### src/rtl/qif_pkg.sv
`default_nettype none
// +--------------------------------------------------------------------+
// | qif_pkg : shared defaults and saturating add for the QIF spike link |
// | Rev 1.0                                                             |
// +--------------------------------------------------------------------+
package qif_pkg;

  localparam int WINDOW_DEF = 256;
  localparam int CNT_W_DEF  = 8;
  localparam int ISI_W_DEF  = 16;

  // Widths up to 31 bits; callers cast the result back to their own width.
  function automatic logic [31:0] sat_add(input logic [31:0] val,
                                          input logic [31:0] inc,
                                          input logic [31:0] max_val);
    logic [32:0] sum;
    sum = {1'b0, val} + {1'b0, inc};
    return (sum > {1'b0, max_val}) ? max_val : sum[31:0];
  endfunction

endpackage
`default_nettype wire

### src/rtl/spike_edge_detect.sv
`default_nettype none
// +--------------------------------------------------------------------+
// | spike_edge_detect : rising-edge detector on the spike level line    |
// | Rev 1.0                                                             |
// +--------------------------------------------------------------------+
module spike_edge_detect (
  input  logic clk,
  input  logic rst,
  input  logic d,
  output logic q_rise
);

  logic r_d_q;

  // Tracks the line unconditionally so a level already high when counting resumes is not an edge.
  always_ff @(posedge clk or posedge rst) begin
    if (rst) r_d_q <= 1'b0;
    else     r_d_q <= d;
  end

  assign q_rise = d & ~r_d_q;

endmodule
`default_nettype wire

### src/rtl/spike_rate_decoder.sv
`default_nettype none
// +--------------------------------------------------------------------+
// | spike_rate_decoder : windowed spike rate and inter-spike interval   |
// | Rev 1.0                                                             |
// +--------------------------------------------------------------------+
module spike_rate_decoder
  import qif_pkg::*;
#(
  parameter int WINDOW = WINDOW_DEF,
  parameter int CNT_W  = CNT_W_DEF,
  parameter int ISI_W  = ISI_W_DEF
) (
  input  logic             clk,
  input  logic             rst,
  input  logic             en,
  input  logic             spike_in,
  output logic [CNT_W-1:0] rate_out,
  output logic             rate_valid,
  input  logic             rate_ready,
  output logic [ISI_W-1:0] isi_out,
  output logic             isi_valid,
  output logic             overrun
);

  localparam int                 c_win_w    = (WINDOW > 1) ? $clog2(WINDOW) : 1;
  localparam logic [c_win_w-1:0] c_win_last = c_win_w'(WINDOW - 1);
  localparam logic [31:0]        c_cnt_max  = (32'd1 << CNT_W) - 32'd1;
  localparam logic [31:0]        c_isi_max  = (32'd1 << ISI_W) - 32'd1;

  logic               w_rise;
  logic               w_hit;
  logic               w_close;
  logic [CNT_W-1:0]   w_count_next;
  logic [ISI_W-1:0]   w_interval_next;

  logic [c_win_w-1:0] r_win_cnt;
  logic [CNT_W-1:0]   r_count;
  logic [CNT_W-1:0]   r_rate;
  logic               r_rate_valid;
  logic               r_overrun;
  logic [ISI_W-1:0]   r_interval;
  logic               r_armed;
  logic [ISI_W-1:0]   r_isi;
  logic               r_isi_valid;

  spike_edge_detect u_edge (
    .clk    (clk),
    .rst    (rst),
    .d      (spike_in),
    .q_rise (w_rise)
  );

  assign w_hit           = w_rise & en;
  assign w_close         = en & (r_win_cnt == c_win_last);
  assign w_count_next    = CNT_W'(sat_add(32'(r_count), 32'(w_hit), c_cnt_max));
  assign w_interval_next = ISI_W'(sat_add(32'(r_interval), 32'd1, c_isi_max));

  always_ff @(posedge clk or posedge rst) begin
    if (rst) begin
      r_win_cnt <= '0;
      r_count   <= '0;
    end else if (en) begin
      r_win_cnt <= w_close ? '0 : r_win_cnt + c_win_w'(1);
      r_count   <= w_close ? '0 : w_count_next;
    end
  end

  // A close in the same cycle as a consume simply reloads; only an unread result counts as overrun.
  always_ff @(posedge clk or posedge rst) begin
    if (rst) begin
      r_rate       <= '0;
      r_rate_valid <= 1'b0;
      r_overrun    <= 1'b0;
    end else if (w_close) begin
      r_rate       <= w_count_next;
      r_rate_valid <= 1'b1;
      if (r_rate_valid && !rate_ready) r_overrun <= 1'b1;
    end else if (r_rate_valid && rate_ready) begin
      r_rate_valid <= 1'b0;
    end
  end

  always_ff @(posedge clk or posedge rst) begin
    if (rst) begin
      r_interval  <= '0;
      r_armed     <= 1'b0;
      r_isi       <= '0;
      r_isi_valid <= 1'b0;
    end else begin
      r_isi_valid <= 1'b0;
      if (w_hit) begin
        r_interval <= ISI_W'(1);
        r_armed    <= 1'b1;
        if (r_armed) begin
          r_isi       <= r_interval;
          r_isi_valid <= 1'b1;
        end
      end else if (en) begin
        r_interval <= w_interval_next;
      end
    end
  end

  assign rate_out   = r_rate;
  assign rate_valid = r_rate_valid;
  assign overrun    = r_overrun;
  assign isi_out    = r_isi;
  assign isi_valid  = r_isi_valid;

endmodule
`default_nettype wire
### config.mk
export PLATFORM = sky130hd
export DESIGN_NAME = spike_rate_decoder
export DESIGN_NICKNAME = d
export VERILOG_FILES = /design/src/rtl/qif_pkg.sv /design/src/rtl/spike_edge_detect.sv /design/src/rtl/spike_rate_decoder.sv
export SDC_FILE = /design/constraint.sdc
export NUM_CORES = 1
export LEC_CHECK = 0
export ABC_AREA = 1
export CELL_PAD_IN_SITES_DETAIL_PLACEMENT = 1
export CELL_PAD_IN_SITES_GLOBAL_PLACEMENT = 1
export CORE_UTILIZATION = 39
export CTS_BUF_LIST = sky130_fd_sc_hd__clkbuf_4 sky130_fd_sc_hd__clkbuf_8
export CTS_CLUSTER_DIAMETER = 30
export CTS_CLUSTER_SIZE = 16
export DETAILED_ROUTE_END_ITERATION = 10
export PLACE_DENSITY = 0.79
export SYNTH_ARGS = -nofsm -noshare
export SYNTH_HDL_FRONTEND = slang
export SYNTH_HIERARCHICAL = 1
export SYNTH_SLANG_ARGS = --single-unit
### constraint.sdc
create_clock -name clk -period 1.7 [get_ports clk]
set_input_delay 0.34 -clock clk [delete_from_list [all_inputs] [get_ports clk]]
set_output_delay 0.34 -clock clk [all_outputs]
set_load 0.03 [all_outputs]
# After elaboration in Yosys (flattened, before gate mapping)
# Cells that the tools add are included.
[totals] input_bits=5 regBits=61 wordCells=37 out_inout_bits=27
[classes] muxes=10 n_bitwise=4 eq_ne=1 n_reduce_logical=7 magnitude_cmp=2 add_sub_neg=3
[ops] cell="16-bit two-way mux" n=3
[ops] cell="8-bit two-way mux" n=3
[ops] cell="16-bit by 1-bit adder with 17-bit output (second input constant)" n=1
[ops] cell="17-bit by 16-bit greater-than comparator with 1-bit output (second input constant)" n=1
[ops] cell="8-bit by 1-bit adder with 9-bit output" n=1
[ops] cell="9-bit by 8-bit greater-than comparator with 1-bit output (second input constant)" n=1
[ops] cell="8-bit by 1-bit adder with 8-bit output (second input constant)" n=1
[ops] cell="8-bit equality test (second input constant)" n=1
[ops] cell="1-bit two-way mux" n=4
[ops] cell="2-bit AND reduction" n=2
[ops] cell="2-bit nonzero test" n=2
[ops] cell="1-bit bitwise AND" n=3
[ops] cell="1-bit logical AND" n=2
[ops] cell="1-bit logical NOT" n=1
[ops] cell="1-bit inverter" n=1

# Depth between registers and ports, before layout
[logic_depth] ltp_word=7 depth_mapped=17

# Modules after synthesis
# The synthesis kept the hierarchy.
[modules_own_cells] mod="spike_rate_decoder" seq_area_each_um2=1501.4 n_inst=1 cells_per_inst=417 area_each_um2=3180.6
[modules_own_cells] mod="spike_edge_detect" seq_area_each_um2=25.0 n_inst=1 cells_per_inst=4 area_each_um2=38.8

# Least setup slack after synthesis
# Ideal clock, no wire load.
[synth_path] path_type="register to register" start="register r_interval[0]" end="register r_interval[1]" setup_ps=66 n_path_buf=1 slack_ps=-156 stages_incl_launch_ff=14 period_less_slack_ps=1856 required_time_ps=1634 arrival_time_ps=1791 cell_sequence="dfrtp_1 -> inv_2 -> ha_1 -> or2_2 -> nor2_1 -> nand2_1 -> nor2_1 -> nand2_1 -> nor2_2 -> nand2_4 -> buf_6 -> nand3_2 -> nand2_1 -> nand2_1"
[synth_via] elab_chain_len=5
[synth_lines] element="from (decl)" line="spike_rate_decoder.sv:41" text="logic [ISI_W-1:0] r_interval;"
[synth_lines] element="from (signal assigned)" line="spike_rate_decoder.sv:99" text="r_interval <= w_interval_next;"
[synth_lines] element="16-bit by 1-bit adder with 17-bit output (*)" line="qif_pkg.sv:17" text="sum = {1'b0, val} + {1'b0, inc};"
[synth_lines] element="17-bit by 16-bit greater-than comparator with 1-bit output" line="qif_pkg.sv:18" text="return (sum > {1'b0, max_val}) ? max_val : sum[31:0];"
[synth_lines] element="16-bit two-way mux (*)" line="qif_pkg.sv:18"
[synth_lines] element="16-bit two-way mux (*)" line="spike_rate_decoder.sv:98" text="end else if (en) begin"
[synth_lines] element="16-bit two-way mux (*)" line="spike_rate_decoder.sv:91" text="if (w_hit) begin"
# Mark *: on every way between the ends. The rest lies on a longest branch, timed or not. The select of a mux whose other input is x is not followed.
# A chain may end at the register's enable or synchronous reset.

# Worst setup path after layout
[layout_path] start="register u_edge.r_d_q" end="register r_count[2]"
[layout_via] elab_chain_len=7
[layout_lines] element="from (decl)" line="spike_edge_detect.sv:13" text="logic r_d_q;"
[layout_lines] element="from (signal assigned)" line="spike_edge_detect.sv:17" text="if (rst) r_d_q <= 1'b0;"
[layout_lines] element="from (signal assigned)" line="spike_edge_detect.sv:18" text="else r_d_q <= d;"
[layout_lines] element="1-bit inverter (*)" line="spike_edge_detect.sv:21" text="assign q_rise = d & ~r_d_q;"
[layout_lines] element="1-bit bitwise AND (*)" line="spike_edge_detect.sv:21"
[layout_lines] element="via w_rise" line="spike_rate_decoder.sv:30" text="logic w_rise;"
[layout_lines] element="1-bit bitwise AND (*)" line="spike_rate_decoder.sv:53" text="assign w_hit = w_rise & en;"
[layout_lines] element="8-bit by 1-bit adder with 9-bit output (*)" line="qif_pkg.sv:17"
[layout_lines] element="9-bit by 8-bit greater-than comparator with 1-bit output" line="qif_pkg.sv:18"
[layout_lines] element="8-bit two-way mux (*)" line="qif_pkg.sv:18"
[layout_lines] element="8-bit two-way mux (*)" line="spike_rate_decoder.sv:64" text="r_count <= w_close ? '0 : w_count_next;"
[layout_lines] element="to (signal assigned)" line="spike_rate_decoder.sv:64"
[layout_lines] element="to (decl)" line="spike_rate_decoder.sv:37" text="logic [CNT_W-1:0] r_count;"
# The timed path passes the listed nets; every way through them passes the cells marked *.

==> results.sh <==
export IMPL_status="finished, violations left"
export IMPL_failed_checks="negative setup slack"
export IMPL_power_net_switching_w=0.00183
export IMPL_wire_length_of_the_first_global_routing_pass_um=19000
export IMPL_clock_edge_transition_at_the_registers_on_the_reported_setup_and_hold_paths_ns=0.08
export IMPL_antenna_cells_inserted=0
export IMPL_num_rows=32
export IMPL_synthArstFlopShare_pct=100
export IMPL_timing_worst_slew_pin_value_ns=0.367
export IMPL_synthCells=421
export IMPL_fillCellCount=941
export IMPL_max_freq_ghz=0.466
export IMPL_p_clk_share_pct=27.4
export IMPL_clock_insertion_delay_worst_skew_ns=0.36
export IMPL_drive_above_1_share_pct=38.3
export IMPL_timing_final_ws_setup_ns=-0.448
export IMPL_fin_nets=545
export IMPL_dpl_hpwl_um=6470
export IMPL_detail_route_vias_per_cell=5.32
export IMPL_total_global_routing_track_utilization_pct=29.0
export IMPL_via_count=3416
export IMPL_clk_tree_root_cell="clkbuf_8"
export IMPL_rrSetupSlack_ns=-0.45
export IMPL_whs_ns=0.200
export IMPL_netlist_area_um2=3220
export IMPL_critical_path_peak_fanout=5
export IMPL_setup_tns_ns=-10.76
export IMPL_layout_cells_most_common="nand2_1"
export IMPL_clock_sink_count=61
export IMPL_critical_path_endpoint_type="register"
export IMPL_cts_buffer_depth=2
export IMPL_initial_core_util_pct=41.0
export IMPL_min_path_type="in2async"
export IMPL_drc=0
export IMPL_finalSetupViolCount=33
export IMPL_dr_pass1_iters=4
export IMPL_synth_cell_types=28
export IMPL_first_global_vias=3691
export IMPL_power_share_switching_pct=38.0
export IMPL_static_leakage_power_nw=2.56
export IMPL_timing_max_slew_rel_slack_pct=75.5
export IMPL_rsz0062_at_grt="true"
export IMPL_ctsHoldBuffers=0
export IMPL_die_x_um=92.9
export IMPL_p_seq_share_pct=40.9
export IMPL_finalCoreUtilization_pct=61.8
export IMPL_globalRouteOverflowTotal=0
export IMPL_postSynthRegisterBits=61
export IMPL_wl_per_cell_um=20.4
export IMPL_synth_top_flop_cell="dfrtp_1"
export IMPL_synth_nets=431
export IMPL_cell_internal_power_w=0.00298
export IMPL_layout_cells_most_common_list="nand2_1 (118), buf_4 (73), dfrtp_1 (56)"
export IMPL_globalplace_congestion=0.839
export IMPL_timing_critical_path_required_ns=1.97
export IMPL_post_route_period_util_pct=126
export IMPL_wirelength_um=13100
export IMPL_place_worst_setup_slack_ns=-0.852
export IMPL_worst_clock_skew_ns=0.0143
export IMPL_floorplan_io_pins=32
export IMPL_post_synth_edffs=0
export IMPL_tritoncts_num_buffers=9
export IMPL_synthesis_area_per_instance_um2=7.65
export IMPL_synth_warning_count=6
export IMPL_route_antenna_remaining_nets=0
export IMPL_slew_violations=0
export IMPL_antenna_violations_before_repair=0
export IMPL_cell_area_after_placement_um2=4090
export IMPL_fin_area_um2=4850
export IMPL_irDropWorstVdd_mv=0.742
export IMPL_die_height_um=92.9
export IMPL_first_iter_violations=136
export IMPL_power_share_combinational_pct=31.6
export IMPL_largest_net_degree_at_the_start_of_global_routing=36
export IMPL_post_route_min_period_ns=2.15
export IMPL_cts_htree_levels=3
export IMPL_cap_violations=0
export IMPL_port_buffers=31
export IMPL_powerDensity_nw_per_um2=990
export IMPL_tritoncts="built"
export IMPL_critical_path_startpoint_type="register"
export IMPL_seq_area_frac_synth_pct=47.4
export IMPL_design_die_area_um2=8620
export IMPL_hold_violations=0
export IMPL_criticalPathCategory="reg2reg"
export IMPL_fp_coreArea_um2=7850
export IMPL_flow_area_growth_from_synthesis_pct=50.6
export IMPL_worst_endpoint_arrival_ns=2.42
-- Yosys cell counts (all sizes together), types with 4 or more instances --
library cell    n  area, µm²
nand4           6       37.5
buf             4       31.3
ha              5       62.6
a21oi           5       25.0
xor2            4       42.6
o22ai           5       31.3
clkbuf          7       26.3
o21ai          35        175
nand3          32        215
dfrtp          61       1530
inv            60        225
nor2           48        228
nand2         142        548
-- per-layer routing --
metal	track usage, %	up-vias	part of all wire [%]
met1	32.9	1730	40
met2	53.7	104	53
met4	13.5	0	4.1
met3	3.61	44	3.2
li1	-	1538	-
met5	0	-	0
-- through the flow --
step           power [W]  instances
6_report         0.00480        642
3_5_place_dp     0.00310        601
2_1_floorplan    0.00257        421
5_1_grt          0.00498        642
3_3_place_gp     0.00302        601
4_1_cts          0.00445        636
-- state kept, by name (all words and copies together) (netlist names) --
register,flops
rate_out,8
isi_valid,1
overrun,1
u_edge/r_d_q,1
r_armed,1
isi_out,16
r_count,8
rate_valid,1
r_interval,16
r_win_cnt,8
-- final timing paths --
kind                                   startpoint                   endpoint  depth (start not counted)
min in group clk                         spike_in     u_edge/r_d_q$_DFF_PP0_                          1
setup / recovery           u_edge/r_d_q$_DFF_PP0_     r_count[2]$_DFFE_PP0P_                         16
setup reg to reg           u_edge/r_d_q$_DFF_PP0_     r_count[2]$_DFFE_PP0P_                         16
hold / removal                                rst     u_edge/r_d_q$_DFF_PP0_                          2
max in group asynchronous                     rst  r_interval[2]$_DFFE_PP0P_                          3
hold reg to reg            isi_out[8]$_DFFE_PP0P_     isi_out[8]$_DFFE_PP0P_                          2
-- power by group through the flow --
| stage | combinational (W) | clock [W] | sequential (W) |
|---|---|---|---|
| floorplan | 0.000544 | 0 | 0.00202 |
| global route | 0.00162 | 0.00138 | 0.00198 |
| CTS | 0.00125 | 0.00129 | 0.00191 |
| finish | 0.00152 | 0.00132 | 0.00197 |
| detailed placement | 0.00119 | 0 | 0.00191 |
| global placement | 0.00113 | 0 | 0.00189 |
-- critical path, cell delays in order, from the launching register on --
cell and delay [ns]:
dfrtp_1 0.40, nor2_4 0.14, nand2_2 0.09, inv_4 0.08, ha_4 0.14, nand2_2 0.06
inv_2 0.09, nand2_4 0.06, nor2_4 0.12, nand3_4 0.10, nor2_4 0.13, inv_2 0.07
nor2_4 0.18, inv_2 0.09, o21ai_2 0.09, inv_2 0.08, o22ai_1 0.13
-- cells by family after synthesis --
family	after synthesis	synth area share, %
adders and majority gates	5	1.94
xor gates and xnor gates	4	1.32
and+or+nand+nor	233	32.8
buffers and inverters	71	8.78
AOI/OAI and AO/OA	47	7.70
DFF	61	47.4
-- cell type report --
type	instances	area, µm²	area share [%]
clock buffers	13	173	3.56
clock inverters	3	20.0	0.413
inverters	60	234	4.83
multi-input cells	290	1810	37.3
flip-flops and latches	61	1530	31.6
well taps	102	128	2.63
repair buffers	113	952	19.6
-- repair_timing --
action | 4_1_cts | 5_1_grt
setup buffers | 19 | 6
pin swaps | 25 | 24
setup endpoints to repair | 56 | 38
cloned | 1 | 0
resized for setup | 88 | 60
No activity file was read; power rests on OpenSTA's default activity.
